===== config.mk =====
export PLATFORM = sky130hd
export DESIGN_NAME = mem_stage
export DESIGN_NICKNAME = d
export VERILOG_FILES = /design/src/rtl/mem_stage.sv
export SDC_FILE = /design/constraint.sdc
export NUM_CORES = 1
export LEC_CHECK = 0
export CAP_MARGIN = 40
export CORE_AREA = 2 2 90 158
export DETAILED_ROUTE_END_ITERATION = 7
export DIE_AREA = 0 0 92 160
export GPL_ROUTABILITY_DRIVEN = 0
export PLACE_DENSITY = 0.82
export RECOVER_POWER = 50
export SYNTH_ARGS = -nofsm -noshare
export SYNTH_HDL_FRONTEND = slang
export SYNTH_SLANG_ARGS = --single-unit

===== constraint.sdc =====
create_clock -name clk -period 2.85 [get_ports clk]
set_clock_uncertainty 0.05 [all_clocks]
set_input_delay 0.4275 -clock clk [delete_from_list [all_inputs] [get_ports clk]]
set_output_delay 0.4275 -clock clk [all_outputs]
set_load 0.01 [all_outputs]

===== src/rtl/mem_stage.sv =====
// mem_stage: memory-access stage of the five-stage MIPS pipeline.
// Holds one instruction from execute and waits for the data-SRAM
// response on loads. Aligns and extends the load data and hands
// {pc, rf_we, rf_addr, rf_wdata} to writeback. A one-entry buffer keeps
// a load word that returns while writeback is stalled, because the SRAM
// presents each response for one cycle only.
module mem_stage (
  input  logic        clk,
  input  logic        reset,
  output logic        ms_allowin,
  input  logic        es_to_ms_valid,
  input  logic [73:0] es_to_ms_bus,
  input  logic        data_sram_data_ok,
  input  logic [31:0] data_sram_rdata,
  input  logic        ws_allowin,
  output logic        ms_to_ws_valid,
  output logic [69:0] ms_to_ws_bus,
  output logic [38:0] ms_to_ds_bus
);

  localparam logic [2:0] LT_LW  = 3'b000;
  localparam logic [2:0] LT_LB  = 3'b001;
  localparam logic [2:0] LT_LBU = 3'b010;
  localparam logic [2:0] LT_LH  = 3'b011;
  localparam logic [2:0] LT_LHU = 3'b100;

  // Pipeline registers.
  logic        ms_valid_q, ms_valid_d;
  logic [73:0] bus_q, bus_d;
  logic        buf_valid_q, buf_valid_d;
  logic [31:0] buf_data_q, buf_data_d;

  // Fields of the latched execute bus.
  logic [31:0] pc;
  logic        rf_we;
  logic [4:0]  rf_addr;
  logic        res_from_mem;
  logic [2:0]  load_type;
  logic [31:0] alu_result;

  assign pc           = bus_q[73:42];
  assign rf_we        = bus_q[41];
  assign rf_addr      = bus_q[40:36];
  assign res_from_mem = bus_q[35];
  assign load_type    = bus_q[34:32];
  assign alu_result   = bus_q[31:0];

  logic        ms_ready_go;
  logic        retire;
  logic [31:0] load_word;
  logic [7:0]  load_byte;
  logic [15:0] load_half;
  logic [31:0] load_data;
  logic [31:0] rf_wdata;

  // A load is done once its word is here, either live from the SRAM or
  // already parked in the buffer; non-loads are done immediately.
  assign ms_ready_go    = !res_from_mem || data_sram_data_ok || buf_valid_q;
  assign ms_allowin     = !ms_valid_q || (ms_ready_go && ws_allowin);
  assign ms_to_ws_valid = ms_valid_q && ms_ready_go;
  assign retire         = ms_to_ws_valid && ws_allowin;

  // Once buffered, the SRAM data lines are no longer meaningful.
  assign load_word = buf_valid_q ? buf_data_q : data_sram_rdata;

  // Pick the addressed byte/halfword (little-endian) and extend it.
  always_comb begin
    load_byte = load_word[7:0];
    load_half = load_word[15:0];
    case (alu_result[1:0])
      2'd0:    load_byte = load_word[7:0];
      2'd1:    load_byte = load_word[15:8];
      2'd2:    load_byte = load_word[23:16];
      default: load_byte = load_word[31:24];
    endcase
    if (alu_result[1]) begin
      load_half = load_word[31:16];
    end
    case (load_type)
      LT_LB:   load_data = {{24{load_byte[7]}}, load_byte};
      LT_LBU:  load_data = {24'd0, load_byte};
      LT_LH:   load_data = {{16{load_half[15]}}, load_half};
      LT_LHU:  load_data = {16'd0, load_half};
      LT_LW:   load_data = load_word;
      default: load_data = load_word;
    endcase
  end

  assign rf_wdata = res_from_mem ? load_data : alu_result;

  assign ms_to_ws_bus = {pc, rf_we, rf_addr, rf_wdata};

  // Decode stalls on a matching address while load_pending is high,
  // since fwd_data is not yet the real load value then.
  assign ms_to_ds_bus = {ms_valid_q && rf_we,
                         rf_addr,
                         rf_wdata,
                         ms_valid_q && res_from_mem && !ms_ready_go};

  // Next-state: stage occupancy, bus capture and the response buffer.
  always_comb begin
    ms_valid_d  = ms_valid_q;
    bus_d       = bus_q;
    buf_valid_d = buf_valid_q;
    buf_data_d  = buf_data_q;

    if (ms_allowin) begin
      ms_valid_d = es_to_ms_valid;
    end
    if (ms_allowin && es_to_ms_valid) begin
      bus_d = es_to_ms_bus;
    end

    // A response that arrives while writeback is blocked would be lost
    // after this cycle, so park it until the instruction retires.
    if (retire) begin
      buf_valid_d = 1'b0;
    end else if (ms_valid_q && res_from_mem && data_sram_data_ok &&
                 !buf_valid_q && !ws_allowin) begin
      buf_valid_d = 1'b1;
      buf_data_d  = data_sram_rdata;
    end
  end

  // State registers with synchronous reset.
  always_ff @(posedge clk) begin
    if (reset) begin
      ms_valid_q  <= 1'b0;
      bus_q       <= '0;
      buf_valid_q <= 1'b0;
      buf_data_q  <= '0;
    end else begin
      ms_valid_q  <= ms_valid_d;
      bus_q       <= bus_d;
      buf_valid_q <= buf_valid_d;
      buf_data_q  <= buf_data_d;
    end
  end

endmodule


==> flow_metrics.env <==
export IMPL_crit_slowest_cell="mux4_2"
export IMPL_fin_area_um2=8220
export IMPL_wire_per_inst_um=18.5
export IMPL_p_per_area_nw_per_um2=469
export IMPL_clock_sinks=108
export IMPL_nets=991
export IMPL_syn_num_nets=865
export IMPL_clock_latency_ns=0.34
export IMPL_die_w_um=92
export IMPL_die_area_um2=14700
export IMPL_maxSlewViolCount=0
export IMPL_crit_fanout=7
export IMPL_critPathLaunch="bus_q[1]$_SDFFE_PP0P_"
export IMPL_portBuffers=221
export IMPL_post_route_period_util_pct=99.5
export IMPL_syn_area_um2=5950
export IMPL_synth_ff_type="dfxtp_1"
export IMPL_drt_first_pass_iters=7
export IMPL_ant_nets=0
export IMPL_track_usage_pct=25.8
export IMPL_crit_type="flip-flop to output port"
export IMPL_critical_path_arrival_ns=2.36
export IMPL_hold_viol_final=0
export IMPL_final_cells=1060
export IMPL_syn_to_final_growth_pct=38.2
export IMPL_power_clock_fraction_pct=34.9
export IMPL_slowest_delay_ns=0.54
export IMPL_cp_start_kind="flip-flop"
export IMPL_dp_cells=1036
export IMPL_synthTopCellsByArea="dfxtp_1 36%, buf_4 9.5%, a21oi_1 9.4%"
export IMPL_synth_most_common_cell="a21oi_1"
export IMPL_netlist_area_leader_share_pct=36.3
export IMPL_whs_path_depth=2
export IMPL_row_count=57
export IMPL_dpl_cell_area_um2=7800
export IMPL_fin_crit_ns=2.84
export IMPL_p_sw_mw=1.06
export IMPL_hpwl_um=13400
export IMPL_max_slew_margin_pct=20.6
export IMPL_ir_drop_mv=0.300
export IMPL_root_buffer="clkbuf_16"
export IMPL_cp_end_kind="output port"
export IMPL_swShare_pct=27.4
export IMPL_cp_required_ns=2.37
export IMPL_cp_common_cell="buf_6"
export IMPL_status="complete, no violations"
export IMPL_grt_pass1_vias=5719
export IMPL_start_util_pct=43.9
export IMPL_route_detailed_drc=0
export IMPL_yosysTopAreaCell="dfxtp_1"
export IMPL_rr_startpoint="bus_q[35]$_SDFFE_PP0P_"
export IMPL_ys_seq_elements=108
export IMPL_io_pins=222
export IMPL_cts_tree="yes"
export IMPL_grt_max_degree=76
export IMPL_rsz0062_at_grt="yes"
export IMPL_grt_overflow_total=0
export IMPL_crit_chain="mux2_4, mux4_2, a21oi_4, buf_6, buf_12, a31oi_4, buf_6"
export IMPL_wl_um=19700
export IMPL_pre_cts_slack_ns=-0.386
export IMPL_pwr_share_comb_pct=23.2
export IMPL_p_total_mw=3.86
export IMPL_h_tree_depth=3
export IMPL_synthDistinctLibCells=45
export IMPL_core_area_um2=13600
export IMPL_antenna_cells=0
export IMPL_setup_slack_ns=0.0148
export IMPL_syn_area_per_cell_um2=7.89
export IMPL_maxCapViolations=0
export IMPL_hp_start="buf_data_q[17]$_SDFFE_PP0P_"
export IMPL_ys_seq_area_share_pct=36.3
export IMPL_fmax_mhz=353
export IMPL_die_height_um=160
export IMPL_viasPerCell=5.65
export IMPL_synth_warning_count=0
export IMPL_finalSetupViolCount=0
export IMPL_synth_common_cells="112 x a21oi_1, 108 x dfxtp_1, 84 x nand2_1"
export IMPL_worstMarginPinSlew_ns=1.19
export IMPL_grt_pass1_wl_um=30400
export IMPL_drtIter0Drc=391
export IMPL_reg2reg_depth=6
export IMPL_layout_drive_gt1_share_pct=18.2
export IMPL_postSynthCellCount=754
export IMPL_cts_buffer_depth=2
export IMPL_seqPwrFrac_pct=41.8
export IMPL_p_int_mw=2.80
export IMPL_p_leak_nw=3.20
export IMPL_synth_edf_count=0
export IMPL_numCtsBuffers=9
export IMPL_vias=5984
export IMPL_grt_antenna_before_repair=0
export IMPL_synthArstFlopShare_pct=0
export IMPL_clkTransAtPathRegs_ns=0.07
export IMPL_hp_class="flip-flop to flip-flop"
[layout make-up]
type,count,area [um^2]
Clock buffer,10,239
Multi-Input combinational cell,495,3090
Clock inverter,4,75.1
Tap cell,177,221
Inverter,5,22.5
Sequential cell,108,2170
Fill cell,1218,5330
Timing Repair Buffer,261,2400
[stage by stage]
step	TNS (ns)	hold slack (ns)	util (%)
2_1_floorplan	0	0.383	-
3_3_place_gp	-13.67	0.388	57.6
3_5_place_dp	-15.10	0.396	57.6
4_1_cts	-0.218	0.406	59.6
5_1_grt	-0.417	0.432	60.7
6_report	0	0.405	60.7
[flip-flops by register name, summed over array words and instances, names as in the netlist]
signal / count
buf_valid_q: 1
ms_valid_q: 1
bus_q: 74
buf_data_q: 32
[critical path, delay by kind of cell (launching register included)]
| kind | cells | cell delay [ns] |
|---|---|---|
| buf+inv | 3 | 0.44 |
| compound gates | 2 | 0.29 |
| mux | 2 | 0.86 |
| flops | 1 | 0.43 |
[cells by family (layout without fill, tap and decap cells)]
group,Yosys count,in the layout,share of synthesized area [%]
and+or+nand+nor,204,204,15.7
buffers and inverters,151,280,14.7
muxes,46,46,10.3
AOI/OAI and AO/OA,244,244,22.8
DFF,108,108,36.3
xor gates and xnor gates,1,1,0.147
[power groups by stage]
| stage | clock network, mW | registers, mW | logic, mW |
|---|---|---|---|
| detailed placement | 0 | 1.65 | 0.915 |
| global placement | 0 | 1.64 | 0.909 |
| CTS | 1.36 | 1.61 | 0.877 |
| finish | 1.35 | 1.61 | 0.897 |
| global route | 1.43 | 1.62 | 0.962 |
| floorplan | 0 | 1.63 | 0.506 |
[metal layers]
layer	share of wire (%)	up-vias	wire length, um	track usage (%)
met2	51	253	10100	44.1
met1	37	2827	7300	29.9
met3	6.8	55	1340	6.04
li1	-	2849	-	-
met5	0	-	0	0
met4	4.5	0	890	12.6
[what timing repair did]
item                       in CTS  in global routing
setup endpoints to repair      64                 52
cloned                          1                  0
resized for setup             206                 48
setup buffers                   5                  5
hold buffers                    0                  0
pin swaps                       3                  2
[cell usage in the layout, fill, tap and decap left out, types with 4 or more instances in the layout]
master | Yosys | layout
a21oi_1 | 112 | 111
a222oi_1 | 4 | 4
a22oi_1 | 8 | 7
a31oi_1 | 18 | 10
a31oi_4 | 0 | 8
buf_12 | 0 | 6
buf_2 | 9 | 40
buf_4 | 75 | 27
buf_6 | 2 | 11
clkbuf_16 | 0 | 9
clkdlybuf4s50_1 | 0 | 109
dfxtp_1 | 108 | 103
dlygate4sd2_1 | 0 | 16
dlygate4sd3_1 | 0 | 44
dlymetal6s2s_1 | 0 | 6
mux2_2 | 21 | 20
mux2_4 | 1 | 4
mux2i_1 | 13 | 13
mux4_2 | 7 | 8
nand2_1 | 84 | 84
nand3_1 | 76 | 75
nand3b_1 | 5 | 5
nor2_1 | 22 | 22
o211ai_1 | 6 | 6
o21ai_0 | 81 | 76
o21ai_1 | 0 | 5
[path summary, 6_finish.rpt]
kind                                                     to  slack [ns]
worst min register to register  buf_data_q[17]$_SDFFE_PP0P_        0.40
worst max register to register        bus_q[1]$_SDFFE_PP0P_        0.22
worst min-delay path            buf_data_q[17]$_SDFFE_PP0P_        0.40
worst max-delay path                       ms_to_ws_bus[30]        0.01
Power figures use the tool's default switching activity.
